## src/rtl/wb_port_scheduler.sv

```systemverilog
// Issue-time scheduler for the shared integer writeback port: reserves ALU/MUL
// writeback cycles at issue and slots divider completions into free cycles.
module wb_port_scheduler #(
    parameter int MUL_LAT    = 3,
    parameter int ALU_LAT    = 1,
    parameter int BR_W       = 20,
    parameter int STARVE_LIM = 4
) (
    input  logic            clock,
    input  logic            reset,
    input  logic            req_valid,
    input  logic            req_is_mul,
    input  logic [BR_W-1:0] req_br_mask,
    output logic            req_grant,
    input  logic            div_resp_valid,
    output logic            div_resp_ready,
    input  logic            alu_resp_valid,
    input  logic            mul_resp_valid,
    input  logic [BR_W-1:0] brupdate_resolve_mask,
    input  logic [BR_W-1:0] brupdate_mispredict_mask,
    input  logic            flush,
    output logic [1:0]      wb_owner,
    output logic            issue_blocked,
    output logic            collision_err
);

    localparam int CNT_W = $clog2(STARVE_LIM + 1);

    typedef enum logic [1:0] {
        OWN_NONE = 2'd0,
        OWN_ALU  = 2'd1,
        OWN_MUL  = 2'd2,
        OWN_DIV  = 2'd3
    } owner_e;

    typedef struct packed {
        logic            valid;
        logic            owner;   // 0 ALU, 1 MUL
        logic [BR_W-1:0] mask;
    } slot_t;

    // Slot i holds the writeback that happens i cycles from now.
    slot_t            slots      [MUL_LAT];
    slot_t            slots_next [MUL_LAT];
    slot_t            new_slot;
    logic [MUL_LAT:0] live;
    logic             req_live;
    logic [CNT_W-1:0] starve_cnt;

    always_comb begin
        for (int i = 0; i < MUL_LAT; i++) begin
            live[i] = slots[i].valid && !(|(slots[i].mask & brupdate_mispredict_mask)) && !flush;
        end
        live[MUL_LAT] = 1'b0;
    end

    assign req_live       = req_is_mul ? live[MUL_LAT] : live[ALU_LAT];
    assign issue_blocked  = (starve_cnt == CNT_W'(STARVE_LIM));
    assign req_grant      = req_valid && !issue_blocked && !flush && !req_live;
    assign div_resp_ready = div_resp_valid && !flush && !live[0];

    always_comb begin
        if (live[0]) wb_owner = slots[0].owner ? OWN_MUL : OWN_ALU;
        else if (div_resp_ready) wb_owner = OWN_DIV;
        else wb_owner = OWN_NONE;
    end

    // NOTE: every slot gets a default before the conditional updates, so no latch is inferred.
    always_comb begin
        for (int i = 0; i < MUL_LAT; i++) slots_next[i] = '0;
        for (int i = 0; i < MUL_LAT - 1; i++) begin
            slots_next[i].valid = live[i+1];
            slots_next[i].owner = slots[i+1].owner;
            slots_next[i].mask  = slots[i+1].mask & ~brupdate_resolve_mask;
        end
        new_slot.valid = !(|(req_br_mask & brupdate_mispredict_mask));
        new_slot.owner = req_is_mul;
        new_slot.mask  = req_br_mask & ~brupdate_resolve_mask;
        if (req_grant) begin
            if (req_is_mul) slots_next[MUL_LAT-1] = new_slot;
            else            slots_next[ALU_LAT-1] = new_slot;
        end
    end

    // NOTE: state uses non-blocking assignments so all flops update from pre-edge values.
    always_ff @(posedge clock) begin
        if (!reset) begin
            // NOTE: the slot array is reset because its valid bits gate every output.
            for (int i = 0; i < MUL_LAT; i++) slots[i] <= '0;
            starve_cnt    <= '0;
            collision_err <= 1'b0;
        end else begin
            slots <= slots_next;
            if (div_resp_valid && !div_resp_ready) begin
                if (!issue_blocked) starve_cnt <= starve_cnt + CNT_W'(1);
            end else begin
                starve_cnt <= '0;
            end
            collision_err <= (2'(alu_resp_valid) + 2'(mul_resp_valid) + 2'(div_resp_ready)) > 2'd1;
        end
    end

endmodule

```

## config.mk

```make
export PLATFORM = sky130hd
export DESIGN_NAME = wb_port_scheduler
export DESIGN_NICKNAME = d
export VERILOG_FILES = /design/src/rtl/wb_port_scheduler.sv
export SDC_FILE = /design/constraint.sdc
export NUM_CORES = 1
export LEC_CHECK = 0
export ABC_AREA = 1
export CORE_ASPECT_RATIO = 1.2
export CORE_MARGIN = 2
export CORE_UTILIZATION = 50
export DETAILED_ROUTE_END_ITERATION = 8
export PLACE_DENSITY_LB_ADDON = 0.1
export SLEW_MARGIN = 10
export SYNTH_ARGS = -nofsm -noshare
export SYNTH_HDL_FRONTEND = slang
export SYNTH_SLANG_ARGS = --single-unit
```

## constraint.sdc

```tcl
create_clock -name clock -period 3.93 [get_ports clock]
set_clock_uncertainty 0.05 [all_clocks]
set_input_delay 0.9825 -clock clock [delete_from_list [all_inputs] [get_ports clock]]
set_output_delay 0.9825 -clock clock [all_outputs]
set_load 0.005 [all_outputs]
```

Word-level counts from Yosys, hierarchy flattened
Cells that the tools add are included.

Add/sub/neg operators: 3. Equal/unequal tests: 1. Reductions and logical operators: 28. Order comparisons: 1. Multiplexer cells: 7. Bitwise gates (word level): 8.

Operator list (count): AND 20 bit (7); OR reduction 20 bit (4); two-way mux 22 bit (2); two-way mux 21 bit (1); NOT 20 bit (1); logical AND 1 bit (12); logical NOT 1 bit (9); two-way mux 2 bit (3); AND reduction 2 bit (2); adder 3 x 1 -> 3 bit (second input constant) (1); equality test 3 bit (second input constant) (1); AND reduction 3 bit (1); adder 1 x 1 -> 2 bit (1); adder 2 x 1 -> 2 bit (1); > comparator 2 x 1 -> 1 bit (second input constant) (1); two-way mux 1 bit (1).

Register bits after elaboration: 70. Input port bits: 68. Logic and storage cells: 59.

Longest topological paths before layout
Gate-level depths: netlist of the first run.

Depth after elaboration: 10. Gate-level depth with buffers: 11. Gate-level depth less buffers: 11.

Worst setup path after synthesis of the first run
No wires, ideal clock.

Kind: input to output. From: input flush. To: output req_grant. Cell stages on the path: 7. Arrival time: 1.729 ns. Slack: 1.168 ns. Path through: inv_1 -> nand3_1 -> nor2_1 -> nand2_2 -> buf_4 -> nor2_1 -> nor2_1.

Word-level cells in the longest chain between the ends: 5.

RTL lines: from (decl) (line 21) `input logic flush,`; logical NOT 1 bit * (line 52, 59); logical AND 1 bit (line 52) `live[i] = slots[i].valid && !(|(slots[i].mask & brupdate_mispredict_mask)) && !flush;`; two-way mux 1 bit (line 57) `assign req_live = req_is_mul ? live[MUL_LAT] : live[ALU_LAT];`; logical NOT 1 bit (line 59) `assign req_grant = req_valid && !issue_blocked && !flush && !req_live;`; logical AND 1 bit * (line 59); to (decl) (line 14) `output logic req_grant,`.

Mark *: on every way between the ends. The rest lies on a longest branch, timed or not.

Final worst setup path of the first run
From: input brupdate_mispredict_mask[11]. To: output wb_owner[0].

Word-level cells in the longest chain between the ends: 9.

RTL lines: from (decl) (line 20) `input logic [BR_W-1:0] brupdate_mispredict_mask,`; AND 20 bit * (line 52); OR reduction 20 bit * (line 52); logical NOT 1 bit * (line 52); logical AND 1 bit * (2 in series) (line 52); logical NOT 1 bit (line 60) `assign div_resp_ready = div_resp_valid && !flush && !live[0];`; logical AND 1 bit (line 60); two-way mux 2 bit (line 64) `else if (div_resp_ready) wb_owner = OWN_DIV;`; two-way mux 2 bit * (line 63) `if (live[0]) wb_owner = slots[0].owner ? OWN_MUL : OWN_ALU;`; to (decl) (line 22) `output logic [1:0] wb_owner,`.

Marked as above.

==> metrics.yaml, run 1 <==
status: "completed"
initialDrtViolationCount: 248
placement_rows: 31
synth_compound_gate_area_share_pct: 4.34
antennaDiodeCount: 0
grt_antenna_before_repair: 0
slew_headroom_pct: 67.5
power.switching_mw: 0.345
clockRootBuffer: "clkbuf_8"
critical_path_class: "input port to output port"
cts.reportedPaths.clkPinSlew_ns: 0.07
globalRouteTotalUtil_pct: 24.2
yosysWarningCount: 0
net_switching_share_of_the_total_power_pct: 24.4
synth.distinct_cells: 21
route.vias.total: 3139
timing.critical_path.required_ns: 2.90
power_frac_clock_pct: 36.5
yosys_register_bits: 70
htree_levels: 3
total_negative_slack_ns: 0
power_density_nw_per_um2: 343
min_period_over_period_pct: 95.0
io_buffer_count: 73
cts_hold_repair.buffers: 0
synthCells: 488
synth.yosys.seq_area_share_pct: 44.2
core-area_um2: 6090
detailedPlacementHpwl_um: 5960
post_synthesis_mux_area_share_pct: 0
post_route_cells_drive_above_1_share_pct: 4.93
via_count_of_the_first_global_routing_pass: 2860
logic_gate_share_of_total_power_pct: 12.4
cp-end-kind: "output port"
crit_fanout: 4
postRouteAntennaNets: 0
slew_viol_final: 0
detailed_routing_iterations_pass_1: 4
synthesis.area_per_instance_um2: 6.49
worst_slew_pin_slew_ns: 0.487
p_int_mw: 1.07
postLayoutSetupSlackWorst_ns: 0.198
syn2layout_area_growth_pct: 30.3
post_layout_min_period_ns: 3.73
maxCapViolCount: 0
timing.hold.worst.class: "flip-flop to flip-flop"
drt-wirelength-per-cell_um: 12.4
num-nets-final: 635
pwr-share-seq_pct: 51.1
highest_attainable_clock_frequency_mhz: 268
grt_start_max_net_pins: 47
tritoncts_num_sinks: 70
grt_pass1_wl_um: 13200
vdd_ir_drop_max_mv: 0.294
post_synth_fa_ha_maj_area_fraction_pct: 1.18
initial_utilization_pct: 52.0
critical_path.startpoint_type: "input port"
weighted_congestion_at_the_end_of_routability_driven_global_placement: 0.849
avgViaCountPerCell: 4.83
worst-endpoint-arrival_ns: 2.70
fillCellCount: 585
combinational_family_with_the_most_area_after_synthesis: "simple AND/OR/NAND/NOR gates"
post_cts.resized_instances: 0
final-hold-violation-count: 0
mappedNetlistArea_um2: 3170
numCtsBuffers: 9
drt_drc_violations_left: 0
design.die.area_um2: 6990
rsz0062_at_grt: "no"
grt_overflow_total: 0
top_level_ports: 74
finalSetupViolCount: 0
cts.repair_timing.setup_buffer_count: 0
source_to_sink_clock_delay_at_the_later_pin_of_the_worst_skew_pair_ns: 0.34
detailed_route_wire_length_um: 8060
worst_setup_slack_after_placement_ns: 0.175
post_synth_xor_area_fraction_pct: 0.553
fin_util_pct: 67.8
power.static_leakage_nw: 1.86
post_synth_and_or_nand_nor_area_fraction_pct: 40.2
cts_tree: "built"
dieWidth_um: 76.7
clock_path_buffers: 2
chipHeight_um: 91.2
syn-num-nets: 559
-- critical path: stages --
cell	delay (ns)
clkdlybuf4s50_1	0.57
nand2_1	0.08
nand2_1	0.07
nor2_1	0.04
nand2_1	0.05
nor2_1	0.04
nand2_1	0.11
nand3_1	0.12
o21ai_0	0.10
clkdlybuf4s50_1	0.53
-- layout make-up --
type / count / area (µm²) / share of cell area (%)
multi-input cells: 350 / 1470 / 35.6
inverters: 53 / 199 / 4.82
clock inverters: 4 / 22.5 / 0.545
repair buffers: 80 / 783 / 19.0
clock buffers: 11 / 151 / 3.67
flip-flops and latches: 70 / 1400 / 33.9
well taps: 82 / 103 / 2.48
-- cell usage in the layout (no fill, tap or decap) --
cell type / n
ha_1: 3
clkbuf_8: 11
nor2_1: 106
nor2_4: 1
or2_2: 1
inv_1: 53
nor2_2: 1
and3_1: 1
a211oi_1: 1
o21ai_0: 2
clkdlybuf4s50_1: 73
nand2_1: 169
clkinvlp_4: 1
dfxtp_1: 70
xor2_1: 2
nand3_1: 27
buf_4: 7
nand4_1: 9
clkinv_2: 3
nand3_2: 1
a21oi_1: 24
nand2_2: 2
-- routing by layer --
metal	share of wire, %	GRT usage, %	wire [µm]	vias up
met1	44	30.8	3510	1407
met4	2.1	11.1	167	0
met3	5.5	5.47	445	12
li1	-	-	-	1634
met5	0	0	0	-
met2	49	38.9	3940	86
-- cell usage after synthesis, drive strengths merged --
cell type | count | area, µm²
nand2 | 171 | 644
nor2 | 108 | 415
dfxtp | 70 | 1400
inv | 53 | 199
nand3 | 28 | 145
a21oi | 24 | 120
buf | 15 | 103
nand4 | 9 | 56.3
ha | 3 | 37.5
o21ai | 2 | 10.0
xor2 | 2 | 17.5
a211oi | 1 | 7.51
and3 | 1 | 6.26
or2 | 1 | 6.26
-- cells by family (layout without fill, tap and decap cells) --
group,Yosys count,count (layout)
AO/OA/AOI/OAI,27,27
flip-flops,70,70
adder cells (fa/ha/maj),3,3
buffers and inverters,68,148
XOR/XNOR,2,2
AND/OR/NAND/NOR,318,318
-- worst paths after layout --
path / start / to / slack, ns / depth (start not counted)
setup / recovery: brupdate_mispredict_mask[11] / wb_owner[0] / 0.20 / 10
hold / removal: slots[20] / slots[42] / 0.36 / 2
setup reg to reg: starve_cnt[0] / slots[65] / 2.06 / 8
hold reg to reg: slots[20] / slots[42] / 0.36 / 2
-- state kept, by name, indices dropped and copies added (netlist names) --
signal	count
collision_err	1
starve_cnt	3
slots	66
-- power groups by stage --
stage,clock [mW],sequential [mW],combinational (mW)
3_3_place_gp,0,0.739,0.173
6_report,0.516,0.723,0.175
5_1_grt,0.549,0.724,0.196
3_5_place_dp,0,0.739,0.175
2_1_floorplan,0,0.739,0.0674
4_1_cts,0.522,0.723,0.176
-- metrics by stage --
step	hold WS [ns]	power (mW)	instances	area [µm²]
floorplan	0.340	0.806	488	3170
global placement	0.348	0.912	635	3950
detailed placement	0.348	0.914	635	3950
CTS	0.366	1.42	650	4130
global route	0.379	1.47	650	4130
finish	0.365	1.41	650	4130
Note: power is estimated with default switching activity, not from simulation.
==> run 2, diff against run 1 <==
--- a/config.mk
+++ b/config.mk
@@ -11,6 +11,7 @@
 export CORE_UTILIZATION = 50
 export DETAILED_ROUTE_END_ITERATION = 8
 export PLACE_DENSITY_LB_ADDON = 0.1
+export SKIP_LAST_GASP = 1
 export SLEW_MARGIN = 10
 export SYNTH_ARGS = -nofsm -noshare
 export SYNTH_HDL_FRONTEND = slang
==> results of run 2 <==
The final DEF is identical to that of run 1; final timing and power are the same.
